**config.mk**
```make
export PLATFORM = sky130hd
export DESIGN_NAME = tmds_encoder_mc
export DESIGN_NICKNAME = d
export VERILOG_FILES = /design/src/rtl/tmds_encoder_mc.sv
export SDC_FILE = /design/constraint.sdc
export NUM_CORES = 1
export LEC_CHECK = 0
export ABC_AREA = 1
export CORE_ASPECT_RATIO = 0.75
export CORE_MARGIN = 3
export CORE_UTILIZATION = 28
export DETAILED_ROUTE_END_ITERATION = 6
export PLACE_DENSITY = 0.47
export SYNTH_ARGS = -nofsm -noshare
export SYNTH_HDL_FRONTEND = slang
export SYNTH_SLANG_ARGS = --single-unit
export TNS_END_PERCENT = 50
```
**constraint.sdc**
```tcl
create_clock -name i_hdmi_clk -period 4.6 [get_ports i_hdmi_clk]
set_input_delay 1.15 -clock i_hdmi_clk [delete_from_list [all_inputs] [get_ports i_hdmi_clk]]
set_output_delay 1.15 -clock i_hdmi_clk [all_outputs]
set_load 0.01 [all_outputs]
```
**src/rtl/tmds_encoder_mc.sv**
```systemverilog
// Multi-lane TMDS / TERC4 encoder, two-stage pipeline, per-lane running disparity.
// Define TMDS_ENCODER_MC_TERC4_EN to compile in the DATA_ISLAND / DATA_GUARD modes.
module tmds_encoder_mc #(
    parameter int unsigned CHANNELS     = 3,
    parameter int unsigned GUARD_CH_SEL = 0
) (
    input  logic                   i_hdmi_clk,
    input  logic                   i_reset_n,
    input  logic [2:0]             i_mode,
    input  logic [8*CHANNELS-1:0]  i_data,
    input  logic [2*CHANNELS-1:0]  i_ctrl,
    input  logic [4*CHANNELS-1:0]  i_aux,
    output logic [10*CHANNELS-1:0] o_tmds,
    output logic [5*CHANNELS-1:0]  o_bias
);
    localparam int unsigned SYM_W  = 10;
    localparam int unsigned BIAS_W = 5;

    localparam logic [SYM_W-1:0] CTRL_00   = 10'b1101010100;
    localparam logic [SYM_W-1:0] CTRL_01   = 10'b0010101011;
    localparam logic [SYM_W-1:0] CTRL_10   = 10'b0101010100;
    localparam logic [SYM_W-1:0] CTRL_11   = 10'b1010101011;
    localparam logic [SYM_W-1:0] GUARD_CH0 = 10'b1011001100;
    localparam logic [SYM_W-1:0] GUARD_CHX = 10'b0100110011;

    typedef enum logic [2:0] {
        MD_CTRL   = 3'd0,
        MD_VIDEO  = 3'd1,
        MD_VGUARD = 3'd2,
        MD_DATA   = 3'd3,
        MD_DGUARD = 3'd4
    } mode_e;

    function automatic logic [3:0] popcount8(input logic [7:0] v);
        logic [3:0] n;
        n = '0;
        for (int i = 0; i < 8; i++) n = n + 4'(v[i]);
        return n;
    endfunction

    // Transition-minimised 9-bit word; bit 8 set when the XOR chain was used.
    function automatic logic [8:0] min_transitions(input logic [7:0] d);
        logic [3:0] ones;
        logic       use_xnor;
        logic [8:0] q;
        ones     = popcount8(d);
        use_xnor = (ones > 4'd4) || ((ones == 4'd4) && !d[0]);
        q        = '0;
        q[0]     = d[0];
        for (int i = 1; i < 8; i++) q[i] = use_xnor ? ~(q[i-1] ^ d[i]) : (q[i-1] ^ d[i]);
        q[8] = ~use_xnor;
        return q;
    endfunction

    function automatic logic [SYM_W-1:0] ctrl_code(input logic [1:0] c);
        logic [SYM_W-1:0] s;
        case (c)
            2'b00:   s = CTRL_00;
            2'b01:   s = CTRL_01;
            2'b10:   s = CTRL_10;
            default: s = CTRL_11;
        endcase
        return s;
    endfunction

`ifdef TMDS_ENCODER_MC_TERC4_EN
    function automatic logic [SYM_W-1:0] terc4(input logic [3:0] a);
        logic [SYM_W-1:0] s;
        case (a)
            4'h0:    s = 10'b1010011100;
            4'h1:    s = 10'b1001100011;
            4'h2:    s = 10'b1011100100;
            4'h3:    s = 10'b1011100010;
            4'h4:    s = 10'b0101110001;
            4'h5:    s = 10'b0100011110;
            4'h6:    s = 10'b0110001110;
            4'h7:    s = 10'b0100111100;
            4'h8:    s = 10'b1011001100;
            4'h9:    s = 10'b0100111001;
            4'ha:    s = 10'b0110011100;
            4'hb:    s = 10'b1011000110;
            4'hc:    s = 10'b1010001110;
            4'hd:    s = 10'b1001110001;
            4'he:    s = 10'b0101100011;
            default: s = 10'b1011000011;
        endcase
        return s;
    endfunction
`else
    logic unused_aux;
    assign unused_aux = ^i_aux;
`endif

    mode_e mode_d;
    mode_e mode_s1;

    // Reserved and (when TERC4 is absent) data-island codes collapse to CTRL here.
    always_comb begin
        mode_d = MD_CTRL;
        case (i_mode)
            3'd1:    mode_d = MD_VIDEO;
            3'd2:    mode_d = MD_VGUARD;
`ifdef TMDS_ENCODER_MC_TERC4_EN
            3'd3:    mode_d = MD_DATA;
            3'd4:    mode_d = MD_DGUARD;
`endif
            default: mode_d = MD_CTRL;
        endcase
    end

    always_ff @(posedge i_hdmi_clk or negedge i_reset_n) begin
        if (!i_reset_n) mode_s1 <= MD_CTRL;
        else            mode_s1 <= mode_d;
    end

    for (genvar n = 0; n < CHANNELS; n++) begin : g_lane
        localparam bit IS_GUARD_LANE = (n == int'(GUARD_CH_SEL));

        logic [8:0]        qm_s1;
        logic [1:0]        ctrl_s1;
        logic [SYM_W-1:0]  sym;
        logic [SYM_W-1:0]  sym_d;
        logic [BIAS_W-1:0] bias;
        logic [BIAS_W-1:0] bias_d;
        logic [3:0]        ones;
        logic [BIAS_W-1:0] bal;

        always_ff @(posedge i_hdmi_clk or negedge i_reset_n) begin
            if (!i_reset_n) begin
                qm_s1   <= '0;
                ctrl_s1 <= '0;
            end else begin
                qm_s1   <= min_transitions(i_data[8*n +: 8]);
                ctrl_s1 <= i_ctrl[2*n +: 2];
            end
        end

`ifdef TMDS_ENCODER_MC_TERC4_EN
        logic [3:0] aux_s1;
        always_ff @(posedge i_hdmi_clk or negedge i_reset_n) begin
            if (!i_reset_n) aux_s1 <= '0;
            else            aux_s1 <= i_aux[4*n +: 4];
        end
`endif

        // Word balance (ones minus zeros) in 5-bit two's complement.
        assign ones = popcount8(qm_s1[7:0]);
        assign bal  = {ones, 1'b0} - 5'd8;

        always_comb begin
            sym_d  = CTRL_00;
            bias_d = '0;
            case (mode_s1)
                MD_VIDEO: begin
                    if ((bias == '0) || (bal == '0)) begin
                        sym_d  = {~qm_s1[8], qm_s1[8], qm_s1[8] ? qm_s1[7:0] : ~qm_s1[7:0]};
                        bias_d = qm_s1[8] ? (bias + bal) : (bias - bal);
                    end else if (bias[BIAS_W-1] == bal[BIAS_W-1]) begin
                        sym_d  = {1'b1, qm_s1[8], ~qm_s1[7:0]};
                        bias_d = bias + {3'b000, qm_s1[8], 1'b0} - bal;
                    end else begin
                        sym_d  = {1'b0, qm_s1[8], qm_s1[7:0]};
                        bias_d = bias - {3'b000, ~qm_s1[8], 1'b0} + bal;
                    end
                end
                MD_VGUARD: sym_d = IS_GUARD_LANE ? GUARD_CH0 : GUARD_CHX;
`ifdef TMDS_ENCODER_MC_TERC4_EN
                MD_DATA:   sym_d = terc4(aux_s1);
                MD_DGUARD: sym_d = IS_GUARD_LANE ? terc4(aux_s1) : GUARD_CHX;
`endif
                default:   sym_d = ctrl_code(ctrl_s1);
            endcase
        end

        always_ff @(posedge i_hdmi_clk or negedge i_reset_n) begin
            if (!i_reset_n) begin
                sym  <= CTRL_00;
                bias <= '0;
            end else begin
                sym  <= sym_d;
                bias <= bias_d;
            end
        end

        assign o_tmds[SYM_W*n +: SYM_W]   = sym;
        assign o_bias[BIAS_W*n +: BIAS_W] = bias;
    end

endmodule

```
* Yosys cells after proc, flatten, opt, wreduce, memory -nomap -nowiden *
Index checks and enable logic that the tools add are counted.

word-level totals
  flip-flop bits (word level) = 81
  output and inout port bits = 45
  word-level logic and storage cells = 216

cells by class
  add/sub/neg operators = 63
  eq/ne operators = 16
  muxes and demuxes = 49
  bitwise logic cells = 51
  reduce and logical (&&, ||, !) cells = 21
  magnitude comparators = 3

operators with widths
  cell                 count
  $add 4x1->4          24
  $pmux 10 s3          3
  $mux 10              6
  $mux 5               12
  $pmux 10 s2          3
  $add 5x5->5          6
  $logic_not 5->1      6
  $sub 5x5->5          6
  $not 1->1            27
  $add 3x1->4          6
  $mux 8               3
  $not 8->8            3
  $mux 1               21
  $xor 1x1->1          21
  $add 2x1->3          6
  $add 5x2->5          3
  $sub 5x2->5          3
  $sub 5x4->5 const B  3
  $add 1x1->2          6
  $eq 4x3->1 const B   3
  $gt 4x3->1 const B   3
  $eq 2x1->1 const B   3
  $eq 2x2->1 const B   3
  $eq 3x1->1 const B   2
  7 further kinds      21

* Logic depth before layout (Yosys ltp) *
Gate-level depths: netlist of run 1.

  depth after elaboration = 29
  depth in mapped cells = 21
  gate-level depth less buffers = 21

* Worst setup path before layout of run 1 *
No wires, ideal clock.

  kind = input to register
  from = input port i_data[8]
  to = register g_lane[1].qm_s1[7]
  stages on the path = 17
  required time = 4.483 ns
  buffers on the path = 0
  library setup time = 0.117 ns
  path slack = 0.188 ns
  data arrival time = 4.295 ns
  cell sequence = inv_1 -> fa_1 -> fa_1 -> fa_1 -> inv_1 -> ha_1 -> fa_1 -> o31ai_1 -> nand2_1 -> inv_2 -> nand2_1 -> nand3_1 -> nand2_1 -> nand2_1 -> nand2_1 -> nand2_1 -> nand2_1

between the ends
  word-level cells in the longest chain between the ends = 29
  elaborated cells on any way between the ends = 33
  those cells by class = add/sub: 7; order compare: 1; eq/ne: 1; mux: 7; bitwise: 14; reduce/logical: 3

ends and longest elaborated chain
  element                                               line  source
  start: declaration                                    10    input logic [8*CHANNELS-1:0] i_data,
  branches (longest 28 deep; another with $add 3x1->4)  --
  $mux 1 (*)                                            50    for (int i = 1; i < 8; i++) q[i] = use_xnor ? ~(q[i-1] ^ d[i]) : (q[i-1] ^ d[i]);
  end signal: assignment                                133   qm_s1 <= min_transitions(i_data[8*n +: 8]);
  end: declaration                                      119   logic [8:0] qm_s1;

Mark *: on every way between the ends.

* Worst setup path in the final report of run 1 *
  from = register g_lane[2].qm_s1[0]
  to = register g_lane[2].bias[3]

between the ends
  word-level cells in the longest chain between the ends = 12
  elaborated cells on any way between the ends = 19
  those cells by class = add/sub: 12; eq/ne: 1; mux: 4; reduce/logical: 2

ends and longest elaborated chain
  element                              line  source
  start: declaration                   119
  start signal: assignment             133
  $add 1x1->2 (*)                      37    for (int i = 0; i < 8; i++) n = n + 4'(v[i]);
  $add 2x1->3 (*)                      37
  $add 3x1->4 (*)                      37
  $add 4x1->4 (*) (4 in series)        37
  $sub 5x4->5 (*)                      148   assign bal = {ones, 1'b0} - 5'd8;
  $add 5x5->5 (tied with other cells)  163   bias_d = bias - {3'b000, ~qm_s1[8], 1'b0} + bal;
  $mux 5 (tied with other cells)       158   end else if (bias[BIAS_W-1] == bal[BIAS_W-1]) begin
  $mux 5 (*)                           155   if ((bias == '0) || (bal == '0)) begin
  $mux 5 (*)                           153   case (mode_s1)
  named net g_lane[2].bias_d[3]        124   logic [BIAS_W-1:0] bias_d;
  end signal: assignment               181   bias <= bias_d;
  end: declaration                     123   logic [BIAS_W-1:0] bias;

The timed path passes the listed nets; every way through them passes the cells marked *.

==> results.py, run 1 <==
metrics = {
    "worst_setup_path": {
        "worst-path-max-fanout": 4,
        "crit_path_start_kind": "register",
        "worst-setup-path-type": "register to register",
        "endpoint_kind": "register",
        "critPathTopFamily": "adder cells",
        "worstPathBufferInverterCount": 5,
        "max_stage_delay_ps": 540,
        "critPathSlowestCell": "fa_1",
        "worstPathRequired_ps": 4850,
        "arrival_ps": 4660,
        "path_cells": "fa_1 -> inv_1 -> fa_1 -> fa_1 -> inv_1 -> ha_1 -> fa_1 -> inv_1 -> ha_2 -> inv_1 -> o21ai_1 -> inv_1 -> fa_1 -> xor2_1 -> a211oi_1",
    },
    "sta": {
        "max_freq_mhz": 227,
        "fin_ws_ps": 189,
        "whs_ps": 583,
        "worstMarginPinSlew_ps": 997,
        "fin_skew_ps": 8.82,
        "hold_viol_final": 0,
        "fin_crit_sh": 0.959,
        "relSlewSlack": 0.336,
        "rsz0062_at_grt": "true",
        "final_max_slew_viol_count": 0,
        "fin_crit_ps": 4410,
        "setup-violations-final": 0,
    },
    "synth": {
        "synth-xor-area-share": 0.0693,
        "syn_area_mm2": 0.00616,
        "ys_ff_latch": 77,
        "ys_seq_area_frac": 0.316,
        "synthSimpleGateAreaFrac": 0.126,
        "syn_avg_cell_area_um2": 8.63,
        "async_flop_share": 1.00,
        "synth_area_leaders": "dfrtp_1 (25%), ha_1 (15%), fa_1 (13%)",
        "synth_edf_count": 0,
        "synthFlopType": "dfrtp_1",
        "synth.largest_area_cell": "dfrtp_1",
        "synth.top_cell.area_share": 0.252,
        "synth_top_family_by_area": "adder cells",
        "synth_most_common_cell": "inv_1",
        "synth_common_cells": "inv_1 (151), nand2_1 (96), ha_1 (74)",
        "synthAdderAreaFrac": 0.277,
        "synthCells": 714,
        "yosysUniqueCellTypes": 34,
        "yosys-mux-area-fraction": 0,
        "ys_warn_count": 0,
        "synth_compound_area_frac": 0.104,
    },
    "route": {
        "route.detailed.drc": 0,
        "drt_iter0_markers": 283,
        "detail_route.vias_per_cell": 4.11,
        "routed_wl_um": 14500,
        "ant_nets": 0,
        "vias": 4686,
        "first_pass_iters": 4,
        "drt-wirelength-per-cell_um": 12.7,
    },
    "job": {
        "max_cap_viol_count": 0,
    },
    "hold_path": {
        "hold_class": "register to register",
    },
    "global_route": {
        "grt_util_met3": 0.0348,
        "grt_overflow_total": 0,
        "grt.total_usage": 0.128,
        "use_met2": 0.192,
        "antenna_found_initial": 0,
        "grt_busiest_layer": "met2",
        "grt_pass1_wl_um": 23900,
        "grt_max_degree": 78,
        "met1_usage": 0.183,
        "first_global_vias": 4655,
    },
    "placed_design": {
        "pre_cts_slack_ps": -520,
        "placed_cells": 1115,
        "place_congestion": 0.807,
        "io_buffers": 76,
        "dp_hpwl_um": 11600,
    },
    "clocking": {
        "h-tree-depth": 3,
        "cts_inserted_buffers": 9,
        "cts.sinks": 77,
        "clk_pin_slew_ps": 60,
        "root_buffer": "clkbuf_16",
        "cts_tree": "built",
        "clock_latency_ps": 350,
        "clk_path_buf_depth": 2,
        "hold_buffers": 0,
    },
    "layout": {
        "finalNonFillerCells": 1139,
        "area_growth_pct": 32.4,
        "antennaDiodeCount": 0,
        "drive_gt1_frac": 0.184,
        "layout.nets": 1006,
    },
    "floorplan": {
        "dieArea_mm2": 0.0238,
        "core-area_mm2": 0.0214,
        "rows": 46,
        "ios": 92,
        "die_y_um": 134,
        "die_w_um": 177,
        "start_util": 0.288,
    },
    "status": {
        "outcome": "complete, no violations",
    },
}
[path summary, 6_finish.rpt]
| path | from | endpoint | slack (ps) | depth (start not counted) |
|---|---|---|---|---|
| worst min-delay path | g_lane[0].qm_s1[4] | g_lane[0].sym[4] | 580 | 2 |
| min in group asynchronous | i_reset_n | g_lane[1].bias[4] | 910 | 1 |
| worst min register to register | g_lane[0].qm_s1[4] | g_lane[0].sym[4] | 580 | 2 |
| worst max register to register | g_lane[2].qm_s1[0] | g_lane[2].bias[3] | 190 | 15 |
| max in group asynchronous | i_reset_n | g_lane[0].bias[2] | 2980 | 1 |
| worst max-delay path | g_lane[2].qm_s1[0] | g_lane[2].bias[3] | 190 | 15 |
[stage by stage]
stage / setup TNS, ps / util / instance area (um2)
after floorplan: 0 / - / 6170
after global placement: -5510 / 0.354 / 7560
after detailed placement: -5710 / 0.354 / 7560
after CTS: 0 / 0.371 / 7930
after global routing: -32.4 / 0.382 / 8160
final: 0 / 0.382 / 8160
[layout by cell type, fill, tap and decap left out, types with 12 or more instances in the layout]
cell,count
nand2_1,85
clkdlybuf4s50_1,66
xor2_1,29
buf_4,52
inv_1,143
fa_1,37
xnor2_1,12
ha_1,67
dfrtp_1,61
dfstp_2,15
o21ai_0,34
nand2_2,17
o21ai_1,45
nor2_1,43
nand3_1,26
inv_2,19
a21oi_1,18
[routing by layer]
layer | routed length, um | part of all wire
met5 | 0 | 0
met4 | 155 | 0.011
met3 | 486 | 0.034
met2 | 6320 | 0.44
met1 | 7540 | 0.52
[worst min-delay path: stages (launching register included)]
cell     delay, ps
dfrtp_1        350
o21ai_1         70
o21ai_1        120
[registers in the layout, summed over array words and instances (netlist names)]
name            cells
g_lane.bias        12
g_lane.ctrl_s1      6
g_lane.qm_s1       27
g_lane.sym         30
mode_s1             2
[kinds of logic (layout without fill, tap and decap cells)]
kind of cell,Yosys count,after routing
AO/OA/AOI/OAI,118,118
XOR/XNOR,47,47
adder cells (fa/ha/maj),113,113
buffers and inverters,171,306
flip-flops,77,77
other,1,3
AND/OR/NAND/NOR,187,187
[final cells by class]
cell class	instances	area [um2]
clock buffer	9	225
clock inverter	7	92.6
fill	2172	13200
inverter	163	613
multi-input combinational	468	3750
sequential	77	1950
tap	288	360
timing repair buffer	127	1160
[what timing repair did]
action | CTS | global route
setup buffers | 1 | 7
endpoints found under the hold margin | 0 | 0
gates cloned | 0 | 0
endpoints found under the setup margin | 8 | 19
resized for setup | 12 | 56
pin swaps | 7 | 39
Power of run 1 is left out: the tool's default activity adds up to more than one toggle a clock period on the data nets, which glitch-free logic cannot reach.
==> run 2: changes to the inputs <==
--- a/config.mk
+++ b/config.mk
@@ -6,11 +6,12 @@
 export NUM_CORES = 1
 export LEC_CHECK = 0
 export ABC_AREA = 1
+export CAP_MARGIN = 20
 export CORE_ASPECT_RATIO = 0.75
 export CORE_MARGIN = 3
-export CORE_UTILIZATION = 28
+export CORE_UTILIZATION = 56
 export DETAILED_ROUTE_END_ITERATION = 6
-export PLACE_DENSITY = 0.47
+export PLACE_DENSITY = 0.82
 export SYNTH_ARGS = -nofsm -noshare
 export SYNTH_HDL_FRONTEND = slang
 export SYNTH_SLANG_ARGS = --single-unit
==> run 2 against run 1 <==
- register-to-register slack lost 50 ps
- sequential share of layout area increased by 0.61 points
- final area down 2.5%
- fmax decreased by 2.1%
- non-clock buffer count down 2
- via count is 14% higher
- critical endpoint is now g_lane[1].qm_s1[7]
- largest cell class unchanged
==> results.py, run 2 (synthesized netlist as in run 1, its figures left out) <==
metrics = {
    "clocking": {
        "clk_pin_slew_ps": 70,
        "clock_latency_ps": 350,
        "hold_buffers": 0,
        "cts_inserted_buffers": 9,
        "cts_tree": "built",
        "cts.sinks": 77,
        "root_buffer": "clkbuf_16",
        "clk_path_buf_depth": 2,
        "h-tree-depth": 3,
    },
    "global_route": {
        "grt_overflow_total": 0,
        "grt_max_degree": 78,
        "grt_pass1_wl_um": 25600,
        "antenna_found_initial": 0,
        "first_global_vias": 5587,
        "grt.total_usage": 0.257,
    },
    "sta": {
        "fin_ws_ps": 96.1,
        "max_freq_mhz": 222,
        "final_max_slew_viol_count": 0,
        "setup-violations-final": 0,
        "fin_crit_ps": 4500,
        "whs_ps": 581,
        "relSlewSlack": 0.367,
        "fin_crit_sh": 0.979,
        "hold_viol_final": 0,
        "worstMarginPinSlew_ps": 949,
        "fin_skew_ps": 9.15,
    },
    "job": {
        "max_cap_viol_count": 0,
    },
    "placed_design": {
        "placed_cells": 952,
        "place_congestion": 0.942,
        "pre_cts_slack_ps": -578,
        "io_buffers": 76,
        "dp_hpwl_um": 11500,
    },
    "route": {
        "drt_iter0_markers": 518,
        "routed_wl_um": 16200,
        "detail_route.vias_per_cell": 5.44,
        "route.detailed.drc": 0,
        "vias": 5361,
        "ant_nets": 0,
        "drt-wirelength-per-cell_um": 16.5,
        "first_pass_iters": 6,
    },
    "status": {
        "outcome": "complete, no violations",
    },
    "floorplan": {
        "rows": 32,
        "core-area_mm2": 0.0105,
        "die_w_um": 127,
        "dieArea_mm2": 0.0123,
        "start_util": 0.587,
        "die_y_um": 96.8,
        "ios": 92,
    },
    "hold_path": {
        "hold_class": "register to register",
    },
    "layout": {
        "layout_common_cells": "inv_1 (143), nand2_1 (85), ha_1 (66), clkdlybuf4s50_1 (66), dfrtp_1 (62)",
        "post-route-util": 0.758,
        "fill_cells": 676,
        "largest_reg_flops": 30,
        "layout.nets": 1004,
        "finalNonFillerCells": 985,
        "area_growth_pct": 29.1,
        "reg.largest.list": "g_lane.sym (30), g_lane.qm_s1 (27), g_lane.bias (12)",
        "drive_gt1_frac": 0.185,
        "layout_commonest_cell": "inv_1",
        "regMostFlops": "g_lane.sym",
        "antennaDiodeCount": 0,
    },
    "worst_setup_path": {
        "worst-path-max-fanout": 6,
        "worstPathBufferInverterCount": 4,
        "arrival_ps": 4740,
        "crit_path_start_kind": "input port",
        "max_stage_delay_ps": 570,
        "worstPathRequired_ps": 4840,
        "critPathSlowestCell": "fa_1",
        "path_cells": "dlygate4sd2_1 -> inv_1 -> fa_1 -> fa_1 -> fa_1 -> inv_2 -> ha_4 -> fa_1 -> o31ai_4 -> nand2_2 -> inv_2 -> nand2_2 -> nand3_2 -> nand2_2 -> nand2_2 -> nand2_2 -> nand2_1 -> nand2_1",
        "worst-setup-path-type": "input port to register",
        "cpMostUsedCell": "nand2_2",
        "critPathTopFamily": "adder cells",
        "endpoint_kind": "register",
    },
}
## run 2: cell count changes in the layout (fill, tap and decap cells not counted), sizes merged
| cell | before | now |
|---|---|---|
| buf | 52 | 50 |
| inv | 165 | 168 |
| bufinv | 1 | 0 |
| clkdlybuf4s15 | 0 | 1 |
| clkinv | 4 | 2 |
| dlygate4sd2 | 0 | 6 |
| dlymetal6s2s | 9 | 2 |
## run 2: path summary, 6_finish.rpt
check                           slack (ps)            endpoint                from  cells past startpoint
worst min register to register         580    g_lane[1].sym[4]  g_lane[1].qm_s1[4]                      2
worst max-delay path                   100  g_lane[1].qm_s1[7]           i_data[9]                     18
worst max register to register         140   g_lane[1].bias[4]  g_lane[1].qm_s1[0]                     18
worst min-delay path                   580    g_lane[1].sym[4]  g_lane[1].qm_s1[4]                      2
min in group asynchronous              950  g_lane[1].qm_s1[0]           i_reset_n                      1
max in group asynchronous             3040   g_lane[2].bias[2]           i_reset_n                      1
## run 2: layout make-up
cell class / instances / area (um2) / area share
Multi-Input combinational cell: 468 / 3810 / 0.479
Sequential cell: 77 / 1950 / 0.245
Timing Repair Buffer: 125 / 1120 / 0.141
Inverter: 163 / 613 / 0.0771
Clock buffer: 9 / 225 / 0.0283
Tap cell: 136 / 170 / 0.0214
Clock inverter: 7 / 62.6 / 0.00787
## run 2: routing by layer
| metal | GRT usage | wire length [um] | vias to the layer above |
|---|---|---|---|
| li1 | - | - | 2465 |
| met1 | 0.314 | 6320 | 2550 |
| met2 | 0.446 | 8270 | 284 |
| met3 | 0.0386 | 963 | 62 |
| met4 | 0.119 | 678 | 0 |
| met5 | 0 | 0 | - |
## run 2: stage by stage
stage,instance area (um2),TNS [ps]
after CTS,7700,0
after global placement,7290,-4580
final,7950,0
after floorplan,6170,0
after global routing,7950,-265
after detailed placement,7290,-7310
## run 2: tightest hold or removal path: cells and delay by family (launching register included)
kind / cells / cell delay (ps)
flip-flops: 1 / 400
AND/OR/NAND/NOR: 1 / 100
AO/OA/AOI/OAI: 1 / 80
## run 2: repair_timing
action | 4_1_cts | 5_1_grt
buffers inserted | 9 | 8
pin swaps | 21 | 29
endpoints found under the setup margin | 10 | 36
gates resized for setup | 27 | 48
Power of run 2 is left out for the same reason.
==> run 3: changes to the inputs <==
--- a/config.mk
+++ b/config.mk
@@ -12,6 +12,7 @@
 export CORE_UTILIZATION = 56
 export DETAILED_ROUTE_END_ITERATION = 6
 export PLACE_DENSITY = 0.82
+export SLEW_MARGIN = 40
 export SYNTH_ARGS = -nofsm -noshare
 export SYNTH_HDL_FRONTEND = slang
 export SYNTH_SLANG_ARGS = --single-unit
==> run 3 against run 2 <==
- global-route usage about the same
- sequential cell count is the same
- cell count decreased by 0.30%
- die area stayed put
- largest cell class unchanged
- highest routed layer unchanged
==> results.py, run 3 (synthesized netlist as in run 1, its figures left out) <==
metrics = {
    "hold_path": {
        "min_path_cells": 2,
        "hold_path.startpoint": "g_lane[0].qm_s1[4]",
        "min_to": "g_lane[0].sym[4]",
        "hold_class": "register to register",
    },
    "route": {
        "route.detailed.drc": 0,
        "first_pass_iters": 6,
        "ant_nets": 0,
        "detail_route.vias_per_cell": 5.40,
        "drt_iter0_markers": 630,
        "vias": 5307,
        "routed_wl_um": 15900,
        "drt-wirelength-per-cell_um": 16.2,
    },
    "layout": {
        "antennaDiodeCount": 0,
        "stdcell_area_mm2": 0.00792,
        "layout.nets": 1001,
        "layout_commonest_cell": "inv_1",
        "area_growth_pct": 28.6,
        "drive_gt1_frac": 0.175,
        "regMostFlops": "g_lane.sym",
        "seqCellArea_mm2": 0.00195,
        "layout_common_cells": "inv_1 (143), nand2_1 (88), clkdlybuf4s50_1 (66)",
        "multiInputGateArea_mm2": 0.00380,
        "reg.largest.list": "g_lane.sym (30), g_lane.qm_s1 (27), g_lane.bias (12)",
        "fill_cells": 696,
        "largest_reg_flops": 30,
    },
    "clocking": {
        "cts_tree": "built",
        "cts_inserted_buffers": 9,
        "clk_path_buf_depth": 2,
        "clock_latency_ps": 350,
        "hold_buffers": 0,
        "cts.sinks": 77,
        "root_buffer": "clkbuf_16",
        "clk_pin_slew_ps": 70,
        "h-tree-depth": 3,
    },
    "sta": {
        "setup-violations-final": 0,
        "fin_ws_ps": 144,
        "fin_skew_ps": 7.06,
        "relSlewSlack": 0.544,
        "fin_crit_sh": 0.969,
        "worstMarginPinSlew_ps": 685,
        "fin_crit_ps": 4460,
        "final_max_slew_viol_count": 0,
        "whs_ps": 581,
        "max_freq_mhz": 224,
        "fin_setup_tns_ps": 0,
        "hold_viol_final": 0,
    },
    "floorplan": {
        "ios": 92,
        "die_w_um": 127,
        "rows": 32,
        "dieArea_mm2": 0.0123,
        "die_y_um": 96.8,
        "core-area_mm2": 0.0105,
        "start_util": 0.587,
    },
    "worst_setup_path": {
        "worstPathRequired_ps": 4830,
        "crit_path_start_kind": "register",
        "reg2reg_from": "g_lane[1].qm_s1[0]",
        "critPathTopFamily": "adder cells",
        "worstPathBufferInverterCount": 3,
        "critPathSlowestCell": "fa_1",
        "r2r-end": "g_lane[1].bias[4]",
        "worst-setup-path-type": "register to register",
        "crit_start": "g_lane[1].qm_s1[0]",
        "r2r_cells": 18,
        "endpoint_kind": "register",
        "max_stage_delay_ps": 550,
        "arrival_ps": 4690,
        "cpMostUsedCell": "fa_1",
        "path_cells": "fa_1 -> inv_1 -> fa_1 -> fa_1 -> inv_1 -> ha_2 -> fa_1 -> inv_2 -> ha_1 -> nor2_2 -> xnor2_1 -> ha_1 -> a21oi_2 -> o21ai_2 -> xor2_1 -> o21ai_1 -> a21oi_1 -> nor2_1",
        "worst-path-max-fanout": 4,
        "regToRegSetupSlack_ps": 140,
    },
    "placed_design": {
        "placed_cell_area_mm2": 0.00729,
        "dp_hpwl_um": 11500,
        "place_congestion": 0.942,
        "pre_cts_slack_ps": -579,
        "io_buffers": 76,
    },
    "global_route": {
        "antenna_found_initial": 0,
        "grt_overflow_total": 0,
        "grt_pass1_wl_um": 25600,
        "first_global_vias": 5601,
        "grt_max_degree": 78,
        "grt.total_usage": 0.257,
    },
    "job": {
        "max_cap_viol_count": 0,
    },
    "status": {
        "outcome": "complete, no violations",
    },
}
run 3: cell count changes in the layout (fill, tap and decap cells not counted), sizes merged:
cell,delta
buf,-3
dlygate4sd2,+1
clkdlybuf4s15,-1
run 3: through the flow:
step,util,std cells
4_1_cts,0.734,976
3_3_place_gp,0.695,952
3_5_place_dp,0.695,952
6_report,0.755,982
5_1_grt,0.755,982
2_1_floorplan,-,716
run 3: cell type report:
type,count,share of cell area
Clock buffer,9,0.0284
Clock inverter,7,0.00790
Inverter,163,0.0774
Multi-Input combinational cell,468,0.480
Sequential cell,77,0.246
Tap cell,136,0.0215
Timing Repair Buffer,122,0.139
run 3: how the worst max path moves through the flow:
stage | to | cells after the start | slack [ps]
global placement | g_lane[1].qm_s1[7] | 18 | -420
CTS | g_lane[1].qm_s1[7] | 18 | 0.1
detailed placement | g_lane[1].qm_s1[7] | 18 | -580
finish | g_lane[1].bias[4] | 18 | 140
floorplan | g_lane[1].qm_s1[7] | 17 | 190
global route | g_lane[1].bias[4] | 19 | -70
run 3: worst min-delay path: cells and delay by family (launching register included):
kind            cells  cell delay [ps]
compound gates      2              200
flops               1              380
run 3: repair_timing:
action,CTS,global route
resized for setup,30,40
setup buffers,8,6
setup endpoints to repair,10,30
pin swaps,22,26
run 3: layer usage:
| layer | track usage | wire, um | vias up |
|---|---|---|---|
| met4 | 0.105 | 515 | 0 |
| met2 | 0.444 | 8190 | 225 |
| met3 | 0.0497 | 1060 | 60 |
| met5 | 0 | 0 | - |
| met1 | 0.315 | 6140 | 2565 |
| li1 | - | - | 2457 |
Power of run 3 is left out for the same reason.
